$ cat src/rtl/buzzer_morse_gen_pkg.sv
// Shared command codes, FSM encoding and Morse element timing for the buzzer Morse generator.
package buzzer_morse_gen_pkg;

    localparam logic [1:0] CMD_NONE = 2'b00;
    localparam logic [1:0] CMD_O    = 2'b01;
    localparam logic [1:0] CMD_S    = 2'b10;

    typedef enum logic [2:0] {
        ST_IDLE     = 3'd0,
        ST_ON       = 3'd1,
        ST_OFF      = 3'd2,
        ST_DONE     = 3'd3,
        ST_WAIT_REL = 3'd4
    } state_t;

    localparam int unsigned NUM_ELEMENTS = 3;
    localparam int unsigned DOT_UNITS    = 1;
    localparam int unsigned DASH_UNITS   = 3;
    localparam int unsigned GAP_UNITS    = 1;

    // Counter width able to hold 0..terminal-1, never narrower than one bit.
    function automatic int unsigned cnt_width(input int unsigned terminal);
        return (terminal > 1) ? $clog2(terminal) : 1;
    endfunction

endpackage

$ cat src/rtl/buzzer_ms_tick.sv
// Millisecond prescaler: one-cycle tick every CLK_FREQ/1000 clocks, restarted by clear.
module buzzer_ms_tick
    import buzzer_morse_gen_pkg::*;
#(
    parameter int unsigned CLK_FREQ = 50_000_000
) (
    input  logic CLK,
    input  logic RSTn,
    input  logic clear,
    output logic tick
);

    localparam int unsigned DIV = (CLK_FREQ / 1000 > 0) ? CLK_FREQ / 1000 : 1;
    localparam int unsigned PW  = cnt_width(DIV);

    logic [PW-1:0] cnt_q;
    logic          wrap_c;

    assign wrap_c = (cnt_q == PW'(DIV - 1));
    assign tick   = !clear && wrap_c;

    always_ff @(posedge CLK or negedge RSTn) begin
        if (!RSTn) begin
            cnt_q <= '0;
        end else if (clear || wrap_c) begin
            cnt_q <= '0;
        end else begin
            cnt_q <= cnt_q + 1'b1;
        end
    end

endmodule

$ cat src/rtl/buzzer_morse_gen.sv
// Plays Morse S (three dots) or O (three dashes) on a buzzer pin, then flags completion
// until the controller withdraws its command.
module buzzer_morse_gen
    import buzzer_morse_gen_pkg::*;
#(
    parameter int unsigned CLK_FREQ  = 50_000_000,
    parameter int unsigned T_UNIT_MS = 100,
    parameter int unsigned TONE_HZ   = 2000
) (
    input  logic       CLK,
    input  logic       RSTn,
    input  logic [1:0] Start_Sig,
    output logic       Done_Sig,
    output logic       Pin_Out
);

    localparam int unsigned HALF = (TONE_HZ > 0 && CLK_FREQ / (2 * TONE_HZ) > 0)
                                 ? CLK_FREQ / (2 * TONE_HZ) : 1;
    localparam int unsigned MW   = cnt_width(T_UNIT_MS);
    localparam int unsigned UW   = cnt_width(DASH_UNITS);
    localparam int unsigned EW   = cnt_width(NUM_ELEMENTS);
    localparam int unsigned TW   = cnt_width(HALF);

    state_t        state_q, state_d;
    logic [1:0]    cmd_q, cmd_d;
    logic [EW-1:0] elem_q, elem_d;
    logic [MW-1:0] ms_q, ms_d;
    logic [UW-1:0] unit_q, unit_d;
    logic [TW-1:0] tone_q, tone_d;
    logic          pin_q, pin_d;
    logic          done_q, done_d;

    logic          tick;
    logic          tick_clear_c;
    logic [UW-1:0] last_unit_c;
    logic          unit_end_c;
    logic          phase_end_c;
    logic          abort_c;

    assign tick_clear_c = (state_q == ST_IDLE);

    buzzer_ms_tick #(
        .CLK_FREQ (CLK_FREQ)
    ) u_ms_tick (
        .CLK   (CLK),
        .RSTn  (RSTn),
        .clear (tick_clear_c),
        .tick  (tick)
    );

    assign Pin_Out  = pin_q;
    assign Done_Sig = done_q;

    always_ff @(posedge CLK or negedge RSTn) begin
        if (!RSTn) begin
            state_q <= ST_IDLE;
            cmd_q   <= CMD_NONE;
            elem_q  <= '0;
            ms_q    <= '0;
            unit_q  <= '0;
            tone_q  <= '0;
            pin_q   <= 1'b0;
            done_q  <= 1'b0;
        end else begin
            state_q <= state_d;
            cmd_q   <= cmd_d;
            elem_q  <= elem_d;
            ms_q    <= ms_d;
            unit_q  <= unit_d;
            tone_q  <= tone_d;
            pin_q   <= pin_d;
            done_q  <= done_d;
        end
    end

    always_comb begin
        state_d = state_q;
        cmd_d   = cmd_q;
        elem_d  = elem_q;
        ms_d    = ms_q;
        unit_d  = unit_q;
        tone_d  = tone_q;
        pin_d   = 1'b0;
        done_d  = 1'b0;

        abort_c     = (Start_Sig == CMD_NONE);
        last_unit_c = (state_q != ST_ON) ? UW'(GAP_UNITS - 1)
                    : (cmd_q == CMD_O)   ? UW'(DASH_UNITS - 1)
                    :                      UW'(DOT_UNITS - 1);
        unit_end_c  = tick && (ms_q == MW'(T_UNIT_MS - 1));
        phase_end_c = unit_end_c && (unit_q == last_unit_c);

        // ms and unit counters run only while a pattern is being played
        if ((state_q == ST_ON || state_q == ST_OFF) && tick) begin
            ms_d = unit_end_c ? '0 : ms_q + 1'b1;
            if (unit_end_c) begin
                unit_d = phase_end_c ? '0 : unit_q + 1'b1;
            end
        end

        case (state_q)
            ST_IDLE: begin
                if (!abort_c) begin
                    cmd_d   = Start_Sig[1] ? CMD_S : CMD_O;
                    elem_d  = '0;
                    ms_d    = '0;
                    unit_d  = '0;
                    tone_d  = '0;
                    pin_d   = 1'b1;
                    state_d = ST_ON;
                end
            end
            ST_ON: begin
                if (abort_c) begin
                    state_d = ST_IDLE;
                end else if (phase_end_c) begin
                    state_d = ST_OFF;
                end else if (TONE_HZ == 0) begin
                    pin_d = 1'b1;
                end else if (tone_q == TW'(HALF - 1)) begin
                    pin_d  = ~pin_q;
                    tone_d = '0;
                end else begin
                    pin_d  = pin_q;
                    tone_d = tone_q + 1'b1;
                end
            end
            ST_OFF: begin
                if (abort_c) begin
                    state_d = ST_IDLE;
                end else if (phase_end_c) begin
                    if (elem_q == EW'(NUM_ELEMENTS - 1)) begin
                        done_d  = 1'b1;
                        state_d = ST_DONE;
                    end else begin
                        elem_d  = elem_q + 1'b1;
                        tone_d  = '0;
                        pin_d   = 1'b1;
                        state_d = ST_ON;
                    end
                end
            end
            ST_DONE: begin
                done_d  = 1'b1;
                state_d = ST_WAIT_REL;
            end
            ST_WAIT_REL: begin
                // no restart until the controller releases its command
                if (abort_c) begin
                    state_d = ST_IDLE;
                end else begin
                    done_d = 1'b1;
                end
            end
            default: begin
                state_d = ST_IDLE;
            end
        endcase
    end

endmodule

$ cat config.mk
export PLATFORM = sky130hd
export DESIGN_NAME = buzzer_morse_gen
export DESIGN_NICKNAME = d
export VERILOG_FILES = /design/src/rtl/buzzer_morse_gen_pkg.sv /design/src/rtl/buzzer_ms_tick.sv /design/src/rtl/buzzer_morse_gen.sv
export SDC_FILE = /design/constraint.sdc
export NUM_CORES = 1
export LEC_CHECK = 0
export ABC_AREA = 1
export CORE_ASPECT_RATIO = 1.2
export CORE_MARGIN = 1
export CORE_UTILIZATION = 50
export CTS_BUF_LIST = sky130_fd_sc_hd__clkbuf_8
export DETAILED_ROUTE_END_ITERATION = 16
export PLACE_DENSITY = 0.66
export SYNTH_ARGS = -nofsm -noshare
export SYNTH_HDL_FRONTEND = slang
export SYNTH_HIERARCHICAL = 1
export SYNTH_SLANG_ARGS = --single-unit
$ cat constraint.sdc
create_clock -name CLK -period 3 [get_ports CLK]
set_input_delay 0.3 -clock CLK [delete_from_list [all_inputs] [get_ports CLK]]
set_output_delay 0.3 -clock CLK [all_outputs]
set_load 0.1 [all_outputs]
; ---- Yosys cells after proc, flatten, opt, wreduce, memory -nomap -nowiden
; Cells that the tools add are included.
[word_totals]
regBits = 48
latchBits = 0
mem_bits_rw = 0
mem_bits_ro = 0
inputBits = 4
out_inout_bits = 2
wordCells = 98
n_memories = 0
[classes]
add_sub_neg = 5
multipliers = 0
div = 0
order_cmp = 0
n_eq_ne = 21
n_shift = 0
n_mux = 46
bitwise = 2
reduce_logical = 15
[op_table]
columns = operator, count
row1 = $mux 14, 7
row2 = $pmux 14 s3, 1
row3 = $mux 7, 4
row4 = $mux 2, 13
row5 = $mux 3, 6
row6 = $add 16x1->16 const B, 1
row7 = $eq 16x16->1 const B, 1
row8 = $mux 16, 1
row9 = $pmux 3 s5, 1
row10 = $add 14x1->14 const B, 1
row11 = $eq 14x14->1 const B, 1
row12 = $ne 2x2->1 const B, 7
row13 = $mux 1, 10
row14 = $add 7x1->7 const B, 1
row15 = $eq 7x7->1 const B, 1
row16 = $reduce_and 7->1, 1
row17 = $eq 3x2->1 const B, 2
row18 = $ne 3x3->1 const B, 2
row19 = $pmux 1 s3, 2
row20 = $reduce_and 5->1, 1
row21 = $add 2x1->2 const B, 2
row22 = $logic_and 1x1->1, 4
row23 = $ne 4x3->1 const B, 1
row24 = $pmux 2 s2, 1
row25 = 15 further kinds, 17

; ---- Longest topological paths before layout
; Gate-level depths: netlist of the first run.
[logic_depth]
depth_word = 10
ltp_mapped = 18
mapped_depth_nobuf = 17

; ---- Cells and area by module
; Netlist of the first run, hierarchy kept.
[by_module_without_submodules]
columns = mod, instances, cells_per_inst, area_each_um2, seq_area_each_um2
row1 = buzzer_morse_gen, 1, 279, 1978.1, 800.8
row2 = buzzer_ms_tick, 1, 120, 898.4, 400.4

; ---- Worst setup path after synthesis of the first run
; Ideal clock, no wire load.
[synth_timing]
path_kind = flip-flop to flip-flop
from = register u_ms_tick.cnt_q[0]
to = register tone_q[10]
arrival_time_ns = 2.034
required_ns = 2.883
slack_ns = 0.849
path_stages_with_launch = 18
synth_period_minus_slack_ns = 2.151
path_cell_list = dfrtp_1 > ha_1 > nand3_1 > nor2_1 > nand2_1 > nor2_1 > nand2_1 > inv_2 > nand2_1 > nor2_2 > nand2_1 > nor2_4 > nor2_2 > nor2_8 > nand2_4 > buf_6 > nand2_1 > nand2_1
[synth_between]
elab_chain_len = 6
word_cells_on_any_way = 7
[synth_rtl]
columns = element, line_no
row1 = from (decl), buzzer_ms_tick.sv:16  ; logic [PW-1:0] cnt_q;
row2 = from (signal assigned), buzzer_ms_tick.sv:28  ; cnt_q <= cnt_q + 1'b1;
row3 = $eq 16x16->1 (*), buzzer_ms_tick.sv:19  ; assign wrap_c = (cnt_q == PW'(DIV - 1));
row4 = $logic_and 1x1->1 (*), buzzer_ms_tick.sv:20  ; assign tick = !clear && wrap_c;
row5 = via tick, buzzer_morse_gen.sv:33  ; logic tick;
row6 = $logic_and 1x1->1 (*), buzzer_morse_gen.sv:90  ; unit_end_c = tick && (ms_q == MW'(T_UNIT_MS - 1));
row7 = $logic_and 1x1->1 (*), buzzer_morse_gen.sv:91  ; phase_end_c = unit_end_c && (unit_q == last_unit_c);
row8 = $ne 2x2->1 (no source line), n/a
row9 = $reduce_and 7->1 (no source line) (*), n/a
row10 = to (signal assigned), buzzer_morse_gen.sv:70  ; tone_q <= tone_d;
row11 = to (decl), buzzer_morse_gen.sv:29  ; logic [TW-1:0] tone_q, tone_d;
; Mark *: on every way through the listed nets, which the timed path passes. The rest lies on a longest branch.
; A chain may end at the register's enable or synchronous reset.

; ---- Worst setup path in the final report of the first run
[layout_timing]
from = register u_ms_tick.cnt_q[0]
to = register tone_q[6]
; Same word-level chain as after synthesis.

==> results of run 1 <==
-- flip-flops by register name, indices dropped and copies added (netlist names), 2 cells and up --
name and cells:
cmd_q 2, ms_q 7, u_ms_tick/cnt_q 16, tone_q 14, elem_q 2, state_q 3
unit_q 2
-- metrics by stage --
step / setup WS, ns / instance area [µm²] / hold WS, ns
finish: 0.5333 / 3075 / 0.1932
global route: 0.2236 / 3075 / 0.2917
CTS: 0.5177 / 3075 / 0.2323
detailed placement: 0.5413 / 2954 / 0.4679
global placement: 0.6126 / 2954 / 0.4676
floorplan: 0.8489 / 2877 / 0.004409
-- critical path, cell delays in order, from the launching register on --
cell and delay [ns]:
dfrtp_1 0.42, ha_1 0.20, nand3_1 0.13, nor2_1 0.13
nand2_1 0.11, nor2_1 0.14, nand2_1 0.08, inv_2 0.06
nand2_1 0.05, nor2_2 0.14, nand2_1 0.11, nor2_4 0.20
nor2_2 0.09, nor2_8 0.20, nand2_4 0.16, nand2_1 0.09
nand2_1 0.05
-- cell usage after synthesis, drive strengths merged --
library cell,count
clkbuf,1
o21ai,13
inv,37
nor2,82
xor2,12
o21a,1
nand4,12
nand3,39
a211oi,1
or2,1
a31oi,2
a31o,1
nor3b,1
xnor2,2
buf,5
dfrtp,48
a21oi,6
nand3b,3
nand2,120
nor3,4
o21bai,3
ha,5
-- worst min path at each step --
| stage | endpoint | start | slack (ns) | depth (start not counted) |
|---|---|---|---|---|
| detailed placement | cmd_q[1] | cmd_q[1] | 0.47 | 2 |
| global placement | cmd_q[1] | cmd_q[1] | 0.47 | 2 |
| global route | u_ms_tick/cnt_q[3] | RSTn | 0.29 | 1 |
| floorplan | Done_Sig | RSTn | 0.004 | 0 |
| finish | u_ms_tick/cnt_q[3] | RSTn | 0.19 | 1 |
| CTS | u_ms_tick/cnt_q[10] | RSTn | 0.23 | 1 |
-- area by class of cell --
class,instances,area (µm²)
Multi-Input combinational cell,308,1489
Sequential cell,48,1201
Inverter,37,138.9
Fill cell,524,2331
Clock inverter,2,38.79
Timing Repair Buffer,6,47.55
Tap cell,62,77.57
Clock buffer,6,82.58
-- power by group through the flow --
stage,clock network (W),registers (W),logic [W]
floorplan,0,0.000889,0.000613
global placement,0,0.000827,0.000786
detailed placement,0,0.000826,0.000796
CTS,0.000515,0.000813,0.000798
global route,0.000537,0.000826,0.000889
finish,0.000496,0.000815,0.000791
-- metal layers --
layer  wire length, µm  vias to the layer above  global-route usage [%]
li1                  -                     1289                       -
met1              2802                     1151                   28.16
met2              2609                       30                   34.72
met3               134                        7                   3.563
met4                85                        0                   7.636
met5                 0                        -                       0
-- cell families (layout without fill, tap and decap cells) --
kind of cell	Yosys count	after routing	synth area share, %
AOI/OAI and AO/OA	27	27	5.350
buffers and inverters	43	51	6.481
xor gates and xnor gates	14	14	4.263
and+or+nand+nor	262	262	39.97
DFF	48	48	41.76
adders and majority gates	5	5	2.175
==> results_dict.tcl, run 1 <==
set metrics [dict create \
    die_w_um 71.24 \
    swShare_pct 41.72 \
    diodes 0 \
    post-route-period-util_pct 82.22 \
    dr_total_vias 2477 \
    peakVddDrop_mv 0.5973 \
    cts.path.max_buffers 2 \
    setup-tns-final_ns 0 \
    die_h_um 85.09 \
    drive_gt1_share_pct 7.617 \
    first_pass_iters 4 \
    synth_cells 399 \
    core_um2 5406 \
    initial_core_util_pct 53.21 \
    cts-buffers-inserted 5 \
    dp_cells 461 \
    period_minus_slack_ns 2.467 \
    track_usage_pct 21.18 \
    worstSetupEndpointType "register" \
    max_slew.worst_pin.slew_ns 1.075 \
    synth_top_cell_area_share_pct 41.76 \
    ioPinCount 6 \
    worstSetupPathType "reg2reg" \
    synth_area_um2 2877 \
    cts_tree "yes" \
    grt_max_degree 49 \
    skew_ns 0.006214 \
    max_cap_violations 0 \
    final_nets 415 \
    portBuffers 5 \
    synthesis.nets 408 \
    root_buffer "clkbuf_8" \
    layout_commonest_cell "nand2_1" \
    relSlewSlack_pct 28.35 \
    ys_seq_elements 48 \
    crit_path_end "tone_q[6]" \
    layout.cells.non_filler 469 \
    routabilityCongestion 0.8359 \
    sequentialPowerShare_pct 38.8 \
    hpwl_um 4004 \
    reg2reg_depth 16 \
    intPower_w 0.001225 \
    seq_area_frac_synth_pct 41.76 \
    clkTransAtPathRegs_ns 0.09 \
    synth_area_per_cell_um2 7.209 \
    final_cell_mix "nand2_1, nor2_1, dfrtp_1" \
    power_frac_clock_pct 23.6 \
    p_leak_nw 1.415 \
    rr_endpoint "tone_q[6]" \
    power_density_nw_per_um2 683.5 \
    fp-row-count 29 \
    worstPathMaxFanout 14 \
    drcViolationCount 0 \
    hold_class "in2async" \
    grt.overflow.total 0 \
    slew_violations 0 \
    dieArea_um2 6062 \
    cts_resized 0 \
    r2r_setup_slack_ns 0.53 \
    outcome "finished clean" \
    htree_levels 2 \
    r2r_start "u_ms_tick/cnt_q[0]" \
    routed_wl_um 5631 \
    synth.area.top_cells "dfrtp_1, nand2_1, nor2_1" \
    drtIter0Drc 141 \
    antenna_found_initial 0 \
    cp.required_ns 3.19 \
    start_kind "register" \
    rsz0062_at_grt "false" \
    hold_viol 0 \
    clkSinkCount 48 \
    viasPerCell 5.281 \
    hold_buffers 0 \
    yosys.area.top_type "dfrtp_1" \
    wire_per_inst_um 12.01 \
    setup_viol 0 \
    switchingPower_w 0.0008771 \
    antenna_left 0 \
    synth_warnings 6 \
    critPathLaunch "u_ms_tick/cnt_q[0]" \
    clkLatencyLatePin_ns 0.30 \
    post_cts_buffers 0 \
    p_total_w 0.002102 \
    grt_pass1_vias 2303 \
    syn_to_final_growth_pct 6.916 \
    final_util_pct 56.89 \
    grt_pass1_wl_um 10300 \
    combinationalPowerShare_pct 37.6 \
    max_freq_ghz 0.4054 \
    arrival_ns 2.66 \
    synth_cell_type_count 34 \
]
No activity file was read; power rests on OpenSTA's default activity.
==> inputs of run 2 (changes only) <==
==> constraint.sdc (replaced) <==
create_clock -name CLK -period 2.43 [get_ports CLK]
set_input_delay 0.243 -clock CLK [delete_from_list [all_inputs] [get_ports CLK]]
set_output_delay 0.243 -clock CLK [all_outputs]
set_load 0.1 [all_outputs]
==> run 2 against run 1 <==
Worst setup slack got worse by 0.28 ns. Via count grew 1.4%. Fmax grew 13%. Register-to-register slack worse by 0.28 ns. Core utilization up 2.9 points. Critical path type unchanged. Final cell count increased by 2.8%. Largest cell class unchanged.
==> results_dict.tcl, run 2 (same netlist as run 1, synthesis figures left out) <==
set metrics [dict create \
    largest_register_ffs 16 \
    routabilityCongestion 0.8823 \
    grt_pass1_wl_um 10610 \
    relSlewSlack_pct 72.59 \
    setup-tns-final_ns 0 \
    dr_wl_met2_um 2900 \
    rsz0062_at_grt "false" \
    htree_levels 2 \
    cp.required_ns 2.67 \
    reg_top3 "u_ms_tick/cnt_q (16), tone_q (14), ms_q (7)" \
    critPathSlowestCell "dfrtp_2" \
    cpMostUsedCell "nand2_1" \
    dp_cells 470 \
    clkLatencyLatePin_ns 0.30 \
    drive_gt1_share_pct 11.90 \
    antenna_left 0 \
    grt_max_degree 21 \
    grt.overflow.total 0 \
    met1_length_um 2864 \
    layout_commonest_cell "nand2_1" \
    dieArea_um2 6062 \
    clkSinkCount 48 \
    period_minus_slack_ns 2.174 \
    fp-row-count 29 \
    cts-buffers-inserted 5 \
    slew_violations 0 \
    syn_to_final_growth_pct 12.31 \
    worstSetupPathType "reg2reg" \
    outcome "finished clean" \
    root_buffer "clkbuf_8" \
    grt_pass1_vias 2380 \
    worstPathCellList "ha_4 -> nand3_2 -> nor2_2 -> nand2_2 -> nor2_2 -> nand2_1 -> inv_2 -> nand2_1 -> nor2_4 -> nand2_1 -> nor2_4 -> nor2_2 -> nor2_8 -> buf_4 -> nand3_1 -> nand2_1" \
    final_nets 428 \
    viasPerCell 5.210 \
    max_cap_violations 0 \
    layout.cells.non_filler 482 \
    hpwl_um 4442 \
    core_um2 5406 \
    worstPathMaxFanout 5 \
    die_w_um 71.24 \
    initial_core_util_pct 53.21 \
    max_freq_ghz 0.4599 \
    ioPinCount 6 \
    arrival_ns 2.42 \
    final_cell_mix "nand2_1, nor2_1, dfrtp_1" \
    p_leak_nw 1.491 \
    clkTransAtPathRegs_ns 0.09 \
    cts.path.max_buffers 2 \
    track_usage_pct 21.99 \
    hold_class "in2async" \
    critPathMaxStageDelay_ns 0.42 \
    routed_wl_um 5971 \
    largest_register "u_ms_tick/cnt_q" \
    setup_viol 0 \
    antenna_found_initial 0 \
    routed.top_layer "met4" \
    hold_viol 0 \
    power_density_nw_per_um2 862.8 \
    worstSetupEndpointType "register" \
    wire_per_inst_um 12.39 \
    diodes 0 \
    dr_total_vias 2511 \
    post-route-period-util_pct 89.47 \
    max_slew.worst_pin.slew_ns 0.4111 \
    first_pass_iters 4 \
    die_h_um 85.09 \
    skew_ns 0.007594 \
    portBuffers 5 \
    cts_tree "yes" \
    start_kind "register" \
    peakVddDrop_mv 0.6800 \
    drtIter0Drc 163 \
    drcViolationCount 0 \
    wl_met3_um 121 \
]
run 2: cell types whose count changed in the layout (fill, tap and decap cells not counted), moves of 2 or more:
cell	change
nor2_1	-2
dfrtp_1	-2
dfrtp_2	+2
buf_4	+11
run 2: cell type report:
type	count	area [µm²]
fill	513	2176
clock inverter	1	30.03
clock buffer	7	96.34
sequential	48	1204
inverter	37	138.9
timing repair buffer	19	151.4
multi-input combinational	308	1533
tap	62	77.57
run 2: per-layer routing:
metal / vias to the layer above / GRT usage, %
met4: 0 / 7.091
met5: - / 0
met3: 7 / 3.207
met1: 1165 / 29.10
met2: 28 / 36.97
li1: 1311 / -
run 2: per-stage QoR:
stage	total power (W)	hold slack [ns]	setup slack, ns	instance area [µm²]	util [%]
2_1_floorplan	0.001854	-0.05259	0.2789	2877	-
3_3_place_gp	0.002041	0.2060	0.1687	3022	55.89
3_5_place_dp	0.002057	0.2050	0.07460	3022	55.89
4_1_cts	0.002704	0.4092	0.04069	3158	58.41
5_1_grt	0.002980	0.4338	0.001220	3231	59.75
6_report	0.002787	0.3980	0.2558	3231	59.75
run 2: power breakdown:
part / switching, W / total [W] / internal (W)
Sequential: 0.000119 / 0.00102 / 0.000900
Combinational: 0.000747 / 0.00113 / 0.000381
Clock: 0.000277 / 0.000640 / 0.000363
Total: 0.00114 / 0.00279 / 0.00164
run 2: critical path: cells and delay by family, from the launching register on:
kind | cells | cell delay, ns
buf+inv | 2 | 0.22
fa+ha+maj | 1 | 0.15
simple gates | 13 | 1.31
flops | 1 | 0.42
run 2: timing repair:
item	4_1_cts	5_1_grt
hold buffers	1	0
hold endpoints to repair	16	0
endpoints found under the setup margin	0	20
buffers inserted	0	3
gates resized for setup	0	12
run 2: final timing paths:
path,start,endpoint,slack (ns),cells after the start
max,u_ms_tick/cnt_q[0],tone_q[0],0.26,16
min reg2reg,cmd_q[1],cmd_q[1],0.49,2
max reg2reg,u_ms_tick/cnt_q[0],tone_q[0],0.26,16
min,RSTn,tone_q[8],0.40,2
min in group CLK,cmd_q[1],cmd_q[1],0.49,2
max in group asynchronous,RSTn,u_ms_tick/cnt_q[0],1.41,3
==> inputs of run 3 (changes only) <==
--- a/config.mk
+++ b/config.mk
@@ -6,6 +6,7 @@
 export NUM_CORES = 1
 export LEC_CHECK = 0
 export ABC_AREA = 1
+export CAP_MARGIN = 10
 export CORE_ASPECT_RATIO = 1.2
 export CORE_MARGIN = 1
 export CORE_UTILIZATION = 50
==> results of run 3 <==
Same layout as run 2: the final DEF is identical, and so are final timing and power.
